--- config.mk ---
export PLATFORM = sky130hd
export DESIGN_NAME = ground_render
export DESIGN_NICKNAME = d
export VERILOG_FILES = /design/src/rtl/ground_render.sv
export SDC_FILE = /design/constraint.sdc
export NUM_CORES = 1
export LEC_CHECK = 0
export ABC_AREA = 1
export CAP_MARGIN = 30
export CORE_ASPECT_RATIO = 1.1
export CORE_UTILIZATION = 55
export DETAILED_ROUTE_END_ITERATION = 12
export PLACE_DENSITY = 0.86
export SYNTH_ARGS = -nofsm -noshare
export SYNTH_HDL_FRONTEND = slang
export SYNTH_SLANG_ARGS = --single-unit
--- constraint.sdc ---
create_clock -name CLK -period 3.95 [get_ports CLK]
set_input_delay 0.5925 -clock CLK [delete_from_list [all_inputs] [get_ports CLK]]
set_output_delay 0.5925 -clock CLK [all_outputs]
set_load 0.05 [all_outputs]
--- src/rtl/ground_render.sv ---
// Ground band renderer: per-frame snapshot of the scroller bitmap, x2 horizontal scale, 2-cycle pipe.
// Optional GROUND_FLASH_EN: frozen ground blinks on frame_cnt[4] while the game is not running.
module ground_render #(
    parameter int GROUND_Y = 400,
    parameter int GROUND_H = 8,
    parameter int H_ACTIVE = 640
) (
    input  logic         CLK,
    input  logic         N_rst,
    input  logic [319:0] px,
    input  logic         game_status,
    input  logic         frame_start,
    input  logic [9:0]   h_cnt,
    input  logic [9:0]   v_cnt,
    input  logic         video_on,
    output logic         ground_pixel,
    output logic         pixel_valid,
    output logic [7:0]   frame_cnt
);

    localparam logic [9:0] Y_LO    = 10'(GROUND_Y);
    localparam logic [9:0] Y_HI    = 10'(GROUND_Y + GROUND_H);
    localparam logic [9:0] H_MAX   = 10'(H_ACTIVE);
    localparam logic [8:0] IDX_TOP = 9'd319;

    logic [319:0] frame_buf_q, frame_buf_d;
    logic         snap_done_q, snap_done_d;
    logic [7:0]   frame_cnt_q, frame_cnt_d;

    logic         in_band_q, in_band_d;
    logic [8:0]   idx_q, idx_d;
    logic         vld1_q;

    logic         gp_q, gp_d;
    logic         pv_q;
    logic         blank;

    // Snapshot: once frozen, only a reset re-arms capture while idle
    always_comb begin
        frame_buf_d = frame_buf_q;
        snap_done_d = snap_done_q;
        frame_cnt_d = frame_cnt_q;
        if (frame_start) begin
            frame_cnt_d = frame_cnt_q + 8'd1;
            if (game_status || !snap_done_q) begin
                frame_buf_d = px;
                snap_done_d = 1'b1;
            end
        end
    end

    // Out-of-band coordinates park idx at 0 so the lookup stays in range
    always_comb begin
        in_band_d = video_on
                  && (v_cnt >= Y_LO)
                  && (v_cnt < Y_HI)
                  && (h_cnt < H_MAX);
        idx_d = 9'd0;
        if (in_band_d) begin
            idx_d = IDX_TOP - h_cnt[9:1];
        end
    end

`ifdef GROUND_FLASH_EN
    assign blank = !game_status && snap_done_q && !frame_cnt_q[4];
`else
    assign blank = 1'b0;
`endif

    always_comb begin
        gp_d = in_band_q && frame_buf_q[idx_q] && !blank;
    end

    always_ff @(posedge CLK or negedge N_rst) begin
        if (!N_rst) begin
            frame_buf_q <= '0;
            snap_done_q <= 1'b0;
            frame_cnt_q <= 8'd0;
            in_band_q   <= 1'b0;
            idx_q       <= 9'd0;
            vld1_q      <= 1'b0;
            gp_q        <= 1'b0;
            pv_q        <= 1'b0;
        end else begin
            frame_buf_q <= frame_buf_d;
            snap_done_q <= snap_done_d;
            frame_cnt_q <= frame_cnt_d;
            in_band_q   <= in_band_d;
            idx_q       <= idx_d;
            vld1_q      <= video_on;
            gp_q        <= gp_d;
            pv_q        <= vld1_q;
        end
    end

    assign ground_pixel = gp_q;
    assign pixel_valid  = pv_q;
    assign frame_cnt    = frame_cnt_q;

endmodule

==> results.py, run 1 <==
metrics = {
    "global_route": {
        "grt_pass1_wl_um": 67400,
        "use_met2_pct": 50.1,
        "met3_usage_pct": 5.54,
        "grt_max_degree": 161,
        "antenna_found_initial": 7,
        "grt_util_met1_pct": 36.8,
        "grt_pass1_vias": 12729,
        "busiest_layer": "met2",
        "gr-total-overflow": 0,
        "grt_usage_pct": 29.7,
    },
    "clock_network": {
        "cts.htree.levels": 2,
        "clockBufferDepth": 3,
        "cts_tree": "built",
        "cts_sinks": 342,
        "insertion_delay_ns": 0.50,
        "cts_setup_buffers": 0,
        "clk_pin_slew_worst_paths_ns": 0.06,
        "cts_resized": 0,
        "cts-buffers-inserted": 36,
        "holdBufCountCts": 0,
        "clockRootBuffer": "clkbuf_16",
    },
    "timing": {
        "finalCriticalPeriod_ns": 2.83,
        "maxSlewHeadroom_pct": 34.6,
        "setup_viol": 0,
        "final_max_slew_viol_count": 0,
        "rsz0062_at_grt": "false",
        "fin_tns_setup_ns": 0,
        "hold_violations": 0,
        "timing.fmax_mhz": 353,
        "whs_ns": 0.0999,
        "fin_skew_ns": 0.00903,
        "worstMarginPinSlew_ns": 0.980,
        "post-route-period-util_pct": 71.7,
    },
    "critical_path": {
        "r2r-start": "idx_q[0]",
        "critPathMaxFanout": 9,
        "cp.arrival_ns": 3.24,
        "r2r_slack_ns": 1.22,
        "cp.required_ns": 4.36,
        "critPathKind": "in -> reg",
        "crit_path_end_kind": "flip-flop",
        "reg2reg_to": "ground_pixel",
        "critPathLaunchType": "input pin",
        "reg2reg_depth": 10,
    },
    "die": {
        "num_io_pins": 355,
        "fp.dieW_um": 164,
        "rows": 64,
        "start_util_pct": 56.4,
        "core_um2": 28000,
        "die_area_um2": 29400,
        "die_height_um": 180,
    },
    "place": {
        "place.gp.congestion": 0.825,
        "numPortBuffers": 350,
        "dpl.hpwl_um": 28300,
    },
    "layout": {
        "final_util_pct": 74.1,
        "fillers": 1824,
        "syn2layout_area_growth_pct": 31.3,
        "drive_gt1_share_pct": 22.7,
        "nets": 2108,
    },
    "power_and_ir_drop": {
        "seqPwrFrac_pct": 46.4,
        "power.density_nw_per_um2": 448,
        "clkPwrFrac_pct": 36.7,
        "p_int_w": 0.00702,
        "vdd_drop_max_mv": 0.604,
        "p_switching_w": 0.00228,
        "finalPower_w": 0.00930,
        "sw_frac_of_total_pct": 24.5,
        "pwr-share-comb_pct": 16.9,
        "cellLeakagePower_nw": 8.93,
    },
    "logic_synthesis": {
        "syn_inst": 1454,
        "seq_area_frac_synth_pct": 54.1,
        "yosys.area.top_type": "dfrtp_1",
        "synth_top_area_share_pct": 54.1,
        "synth_area_um2": 15800,
        "synth_area_leaders": "dfrtp_1, mux2_2, nand3_1",
        "synth.distinct_cells": 30,
        "avgSynthCellArea_um2": 10.9,
        "yosysWarnings": 0,
        "ys_seq_elements": 342,
        "synth_nets": 1801,
    },
    "drt": {
        "wirelength_um": 43600,
        "dr.pass1.iters": 5,
        "antenna_left": 0,
        "via_count": 12314,
        "viasPerCell": 5.71,
        "wl_per_cell_um": 20.2,
        "drtIter0Drc": 949,
        "drc": 0,
    },
    "worst_hold_path": {
        "hp-class": "in -> async",
    },
    "run": {
        "maxCapViolations": 0,
    },
    "run_status": {
        "status": "complete, no violations",
    },
}
==> how the worst max path moves through the flow <==
stage	from	endpoint	slack [ns]	cells past startpoint
2_1_floorplan	frame_start	frame_buf_q[169]	2.07	5
3_3_place_gp	h_cnt[7]	idx_q[5]	0.76	6
3_5_place_dp	h_cnt[7]	idx_q[0]	0.74	6
4_1_cts	h_cnt[7]	idx_q[0]	1.16	6
5_1_grt	h_cnt[7]	idx_q[2]	1.06	6
6_report	h_cnt[8]	idx_q[2]	1.12	6
==> cells in the final DEF (no fill, tap or decap), drive strengths merged <==
cell             n
clkdlybuf4s50  349
dfrtp          342
mux2           321
nand2          315
nand3          239
clkbuf          54
nor2            47
o21ai           36
buf             22
inv             13
o221ai          12
clkinv           8
diode            7
xnor2            5
o22ai            4
nand4            3
bufinv           3
o211ai           2
xor2             2
ha               2
a21oi            2
nor4             1
nor3             1
and3             1
or2              1
==> metrics by stage <==
stage	instance area, µm²	instances	setup slack [ns]
2_1_floorplan	15800	1454	2.07
3_3_place_gp	19500	2084	0.764
3_5_place_dp	19500	2084	0.741
4_1_cts	20700	2146	1.16
5_1_grt	20800	2155	1.06
6_report	20800	2155	1.12
==> registers in the layout (all words and copies together) (netlist names) <==
signal,count
pixel_valid,1
in_band_q,1
frame_buf_q,320
frame_cnt,8
snap_done_q,1
idx_q,9
ground_pixel,1
vld1_q,1
==> metal layers <==
layer	vias up	wire length (µm)
met5	-	0
met4	0	1770
met1	6130	16800
met3	107	3060
li1	5606	-
met2	471	22000
==> synth_stat cells <==
cell	number
dfrtp_1	342
clkinv_1	2
inv_1	12
buf_2	51
xor2_1	2
buf_4	10
or2_2	1
o221ai_1	12
o22ai_1	4
o21ai_0	29
nand4_1	3
buf_8	1
and3_1	1
mux2_2	321
clkbuf_1	30
o21ai_1	7
buf_1	2
a21oi_1	1
nor2_1	47
nor4_1	1
o211ai_1	2
ha_1	2
buf_6	8
nor3_1	1
inv_6	1
clkinv_2	1
xnor2_1	5
nand3_1	239
a21oi_2	1
nand2_1	315
==> critical path: stages <==
cell and delay [ns]:
clkdlybuf4s50_1 0.49, o21ai_0 0.43, nand4_1 0.34, nor4_1 0.59, clkinv_1 0.58, nor2_1 0.21
==> layout make-up <==
cell class	count	area [µm²]	share of cell area, %
inverters	16	66.3	0.319
flip-flops and latches	342	8560	41.2
clock inverters	8	115	0.554
well taps	363	454	2.19
clock buffers	54	1080	5.20
diodes	7	17.5	0.0844
multi-input cells	994	6650	32.0
repair buffers	371	3820	18.4
==> power by group through the flow <==
stage | clock network, W | logic [W] | registers, W
global placement | 0 | 0.00151 | 0.00433
floorplan | 0 | 0.000792 | 0.00441
detailed placement | 0 | 0.00157 | 0.00437
finish | 0.00341 | 0.00157 | 0.00432
global route | 0.00360 | 0.00170 | 0.00438
CTS | 0.00347 | 0.00159 | 0.00431
==> cells by family after synthesis <==
family	Yosys count	synth area share [%]
AOI/OAI and AO/OA	56	2.14
xor gates and xnor gates	7	0.388
adders and majority gates	2	0.158
buffers and inverters	118	3.93
DFF	342	54.1
muxes	321	22.9
and+or+nand+nor	608	16.4
No activity file was read; power rests on OpenSTA's default activity.
==> inputs of run 2 (changes only) <==
--- a/config.mk
+++ b/config.mk
@@ -8,9 +8,9 @@
 export ABC_AREA = 1
 export CAP_MARGIN = 30
 export CORE_ASPECT_RATIO = 1.1
-export CORE_UTILIZATION = 55
+export CORE_UTILIZATION = 46
 export DETAILED_ROUTE_END_ITERATION = 12
-export PLACE_DENSITY = 0.86
+export PLACE_DENSITY = 0.77
 export SYNTH_ARGS = -nofsm -noshare
 export SYNTH_HDL_FRONTEND = slang
 export SYNTH_SLANG_ARGS = --single-unit
==> constraint.sdc (replaced) <==
create_clock -name CLK -period 2.54 [get_ports CLK]
set_input_delay 0.381 -clock CLK [delete_from_list [all_inputs] [get_ports CLK]]
set_output_delay 0.381 -clock CLK [all_outputs]
set_load 0.05 [all_outputs]
==> results.py, run 2 (synthesized netlist as in run 1, its figures left out) <==
metrics = {
    "clock_network": {
        "cts.htree.levels": 2,
        "clockBufferDepth": 3,
        "cts_sinks": 342,
        "clk_pin_slew_worst_paths_ns": 0.06,
        "insertion_delay_ns": 0.51,
        "clockRootBuffer": "clkbuf_16",
        "cts_tree": "built",
        "cts-buffers-inserted": 38,
    },
    "critical_path": {
        "critPathLaunchType": "flip-flop",
        "critPathKind": "reg -> reg",
        "r2r_slack_ns": 0.21,
        "critPathMaxFanout": 64,
        "cpPeakStageDelay_ns": 0.53,
        "crit_path_end_kind": "flip-flop",
        "crit_top_cell": "nand3_1",
        "path_cells": "inv_6 > buf_16 > o21ai_0 > o221ai_1 > nand3_1 > nand3_1 > nand3_1 > nand2_1 > nand2_1 > a21oi_2",
        "cp.arrival_ns": 2.77,
        "cp-startpoint": "idx_q[0]",
        "cp.required_ns": 2.98,
        "path_buf_inv": 2,
        "reg2reg_to": "ground_pixel",
        "cp_top_family": "simple AND/OR/NAND/NOR gates",
        "reg2reg_depth": 10,
        "r2r-start": "idx_q[0]",
        "cpMaxStageDelayCell": "dfrtp_4",
    },
    "layout": {
        "largest-register": "frame_buf_q",
        "nets": 2134,
        "fillers": 2637,
        "antenna-diode-count": 0,
        "syn2layout_area_growth_pct": 34.5,
        "final_cells": 2248,
        "final_common_cell": "clkdlybuf4s50_1",
        "drive_gt1_share_pct": 24.2,
        "largest_reg_flops": 320,
        "layout_common_cells": "clkdlybuf4s50_1, dfrtp_1, mux2_2",
        "final_area_um2": 21300,
    },
    "timing": {
        "worstMarginPinSlew_ns": 0.608,
        "final_max_slew_viol_count": 0,
        "whs_ns": 0.350,
        "fin_skew_ns": 0.0136,
        "maxSlewHeadroom_pct": 59.3,
        "timing.fmax_mhz": 429,
        "setup_viol": 0,
        "hold_violations": 0,
        "post-route-period-util_pct": 91.8,
        "finalCriticalPeriod_ns": 2.33,
        "rsz0062_at_grt": "false",
    },
    "power_and_ir_drop": {
        "seqPwrFrac_pct": 45.1,
        "cellLeakagePower_nw": 9.16,
        "finalPower_w": 0.0149,
        "pwr-share-comb_pct": 16.7,
        "sw_frac_of_total_pct": 24.7,
        "p_switching_w": 0.00368,
        "power.density_nw_per_um2": 700,
        "clkPwrFrac_pct": 38.2,
        "p_int_w": 0.0112,
        "vdd_drop_max_mv": 0.541,
    },
    "worst_hold_path": {
        "hold_start": "vld1_q",
        "holdPathStages": 0,
        "holdPathEnd": "pixel_valid",
        "hp-class": "reg -> reg",
    },
    "drt": {
        "via_count": 12324,
        "viasPerCell": 5.48,
        "antenna_left": 0,
        "drtIter0Drc": 860,
        "wirelength_um": 45300,
        "dr.pass1.iters": 4,
        "wl_per_cell_um": 20.1,
        "drc": 0,
    },
    "place": {
        "numPortBuffers": 350,
        "dpl.hpwl_um": 30600,
        "place.gp.congestion": 0.813,
        "place_area_um2": 19900,
        "placed_cells": 2178,
    },
    "global_route": {
        "grt_pass1_vias": 13128,
        "gr-total-overflow": 0,
        "grt_pass1_wl_um": 70600,
        "grt_max_degree": 81,
        "grt_usage_pct": 26.2,
        "antenna_found_initial": 3,
    },
    "die": {
        "fp.dieW_um": 179,
        "rows": 70,
        "die_area_um2": 35100,
        "core_um2": 33500,
        "die_height_um": 196,
        "num_io_pins": 355,
        "start_util_pct": 47.2,
    },
    "run_status": {
        "status": "complete, no violations",
    },
    "run": {
        "maxCapViolations": 0,
    },
}
==> run 2: cell count changes in the layout (fill, tap and decap cells not counted), sizes merged, moves of 2 or more <==
cell	delta
diode	-7
clkbuf	+4
clkinv	+2
buf	+23
==> run 2: per-layer routing <==
layer  vias up  wire length, µm  track usage [%]
met5         -               24                0
met4         4             1720             10.2
met3       105             3030             5.46
met2       440            22600             44.2
met1      6118            17900             32.6
li1       5657                -                -
==> run 2: cell type report <==
class                   count  area [µm²]  area share, %
clock buffers              58        1210           5.69
clock inverters            11         111          0.523
well taps                 432         541           2.54
flip-flops and latches    342        8570           40.3
multi-input cells         994        6650           31.3
repair buffers            395        4130           19.4
inverters                  16        66.3          0.312
==> run 2: worst max-delay path by stage <==
stage | end | depth (start not counted)
global route | ground_pixel | 16
finish | ground_pixel | 10
CTS | ground_pixel | 16
global placement | idx_q[1] | 7
floorplan | frame_buf_q[169] | 5
detailed placement | idx_q[7] | 7
==> run 2: power by group through the flow <==
stage	Sequential, W	Combinational [W]	Clock, W
floorplan	0.00686	0.00123	0
global placement	0.00675	0.00241	0
detailed placement	0.00680	0.00249	0
CTS	0.00671	0.00251	0.00578
global route	0.00682	0.00271	0.00601
finish	0.00672	0.00248	0.00568
==> run 2: metrics by stage <==
step	setup TNS [ns]	setup slack [ns]	util [%]
after floorplan	0	0.868	-
after global placement	-0.0467	-0.0100	59.4
after detailed placement	0	0.00492	59.4
after CTS	0	0.225	63.4
after global routing	0	0.0116	63.4
final	0	0.208	63.4
==> run 2: repair_timing <==
item / CTS / global route
hold endpoints to repair: 47 / 0
setup endpoints to repair: 0 / 1
buffers inserted: 0 / 0
hold buffers: 1 / 0
resized for setup: 0 / 1
==> inputs of run 3 (changes only) <==
--- a/config.mk
+++ b/config.mk
@@ -7,10 +7,10 @@
 export LEC_CHECK = 0
 export ABC_AREA = 1
 export CAP_MARGIN = 30
-export CORE_ASPECT_RATIO = 1.1
-export CORE_UTILIZATION = 46
+export CORE_ASPECT_RATIO = 0.7
+export CORE_MARGIN = 3
+export CORE_UTILIZATION = 30
 export DETAILED_ROUTE_END_ITERATION = 12
-export PLACE_DENSITY = 0.77
 export SYNTH_ARGS = -nofsm -noshare
 export SYNTH_HDL_FRONTEND = slang
 export SYNTH_SLANG_ARGS = --single-unit
==> results.py, run 3 (synthesized netlist as in run 1, its figures left out) <==
metrics = {
    "drt": {
        "wirelength_um": 49500,
        "antenna_left": 0,
        "via_count": 12071,
        "wl_per_cell_um": 19.9,
        "viasPerCell": 4.84,
        "drc": 0,
        "dr.pass1.iters": 5,
        "drtIter0Drc": 688,
    },
    "layout": {
        "largest-register": "frame_buf_q",
        "drive_gt1_share_pct": 24.3,
        "layout_common_cells": "clkdlybuf4s50_1, dfrtp_1, mux2_2",
        "syn2layout_area_growth_pct": 36.7,
        "final_common_cell": "clkdlybuf4s50_1",
        "largest_reg_flops": 320,
        "fillers": 4890,
        "nets": 2136,
        "final_util_pct": 42.0,
    },
    "clock_network": {
        "insertion_delay_ns": 0.53,
        "clk_pin_slew_worst_paths_ns": 0.06,
        "cts_setup_buffers": 0,
        "cts_sinks": 342,
        "cts-buffers-inserted": 38,
        "clockBufferDepth": 3,
        "clockRootBuffer": "clkbuf_16",
        "holdBufCountCts": 1,
        "cts_tree": "built",
        "cts.htree.levels": 2,
        "cts_resized": 0,
    },
    "timing": {
        "fin_skew_ns": 0.0103,
        "fin_tns_setup_ns": 0,
        "hold_violations": 0,
        "post-route-period-util_pct": 85.7,
        "finalCriticalPeriod_ns": 2.18,
        "timing.fmax_mhz": 459,
        "setup_slack_ns": 0.363,
        "setup_viol": 0,
        "final_max_slew_viol_count": 0,
        "maxSlewHeadroom_pct": 60.7,
        "rsz0062_at_grt": "false",
        "worstMarginPinSlew_ns": 0.586,
    },
    "die": {
        "core_um2": 51500,
        "num_io_pins": 355,
        "rows": 69,
        "start_util_pct": 30.7,
        "die_area_um2": 55600,
        "die_height_um": 198,
        "fp.dieW_um": 280,
    },
    "critical_path": {
        "path_cells": "clkdlybuf4s50_1",
        "cpMaxStageDelayCell": "clkdlybuf4s50_1",
        "r2r-start": "idx_q[0]",
        "r2r_slack_ns": 0.37,
        "critPathMaxFanout": 5,
        "cp.arrival_ns": 1.80,
        "path_buf_inv": 1,
        "cp.required_ns": 2.16,
        "cpPeakStageDelay_ns": 0.85,
        "cp_top_family": "buffers and inverters",
        "reg2reg_to": "ground_pixel",
        "reg2reg_depth": 15,
        "critPathKind": "reg -> out",
        "crit_path_end_kind": "primary output",
        "critPathLaunchType": "flip-flop",
    },
    "global_route": {
        "grt_usage_pct": 17.6,
        "grt_pass1_wl_um": 75200,
        "grt_pass1_vias": 12750,
        "antenna_found_initial": 9,
        "grt_max_degree": 85,
        "gr-total-overflow": 0,
    },
    "place": {
        "place.gp.congestion": 0.773,
        "numPortBuffers": 350,
        "dpl.hpwl_um": 34100,
        "dp_slack_ns": 0.334,
    },
    "run_status": {
        "status": "complete, no violations",
    },
    "worst_hold_path": {
        "hp-class": "in -> async",
    },
    "power_and_ir_drop": {
        "vdd_drop_max_mv": 0.364,
        "cellLeakagePower_nw": 9.17,
        "power.density_nw_per_um2": 702,
    },
    "run": {
        "maxCapViolations": 0,
    },
}
[run 3: changes by cell type in the layout (fill, tap and decap cells not counted)]
| cell | before | now |
|---|---|---|
| buf_16 | 1 | 0 |
| diode_2 | 0 | 2 |
| buf_4 | 22 | 25 |
| dfrtp_1 | 339 | 338 |
| bufinv_16 | 2 | 6 |
| clkbuf_8 | 12 | 5 |
| dfrtp_2 | 1 | 2 |
| clkinv_4 | 0 | 2 |
| clkinv_2 | 8 | 7 |
| clkinvlp_4 | 1 | 2 |
[run 3: layout make-up]
cell class	instances	area, µm²	area share (%)
Sequential cell	342	8570	39.6
Multi-Input combinational cell	994	6650	30.7
Timing Repair Buffer	397	4130	19.1
Clock buffer	51	1110	5.15
Tap cell	674	843	3.90
Clock inverter	17	251	1.16
Inverter	16	66.3	0.307
Antenna cell	2	5.00	0.0231
[run 3: worst max path at each step]
stage                            start  cells past startpoint  slack (ns)               end
final                     frame_cnt[3]                      1        0.36      frame_cnt[3]
after global routing          idx_q[0]                     15        0.16      ground_pixel
after CTS                 frame_cnt[3]                      1        0.32      frame_cnt[3]
after detailed placement      h_cnt[7]                      7        0.33          idx_q[3]
after global placement        idx_q[0]                     15        0.31      ground_pixel
after floorplan            frame_start                      5        0.87  frame_buf_q[169]
[run 3: routing by layer]
| layer | track usage, % | up-vias | wire length, µm |
|---|---|---|---|
| met5 | 0 | - | 114 |
| met4 | 3.63 | 14 | 858 |
| met3 | 4.13 | 75 | 2810 |
| met2 | 28.8 | 279 | 23300 |
| met1 | 24.0 | 6042 | 22400 |
| li1 | - | 5661 | - |
[run 3: power by group]
| group | internal (W) | switching, W |
|---|---|---|
| Sequential | 0.00626 | 0.000435 |
| Clock | 0.00370 | 0.00230 |
| Combinational | 0.00145 | 0.00103 |
[run 3: through the flow]
stage	hold slack, ns	std cells	total power (W)	instance area (µm²)
finish	0.295	2493	0.0152	21600
floorplan	0.0854	1454	0.00810	15800
global route	0.276	2491	0.0159	21600
CTS	0.256	2491	0.0154	21600
global placement	0.249	2422	0.00920	20200
detailed placement	0.253	2422	0.00930	20200
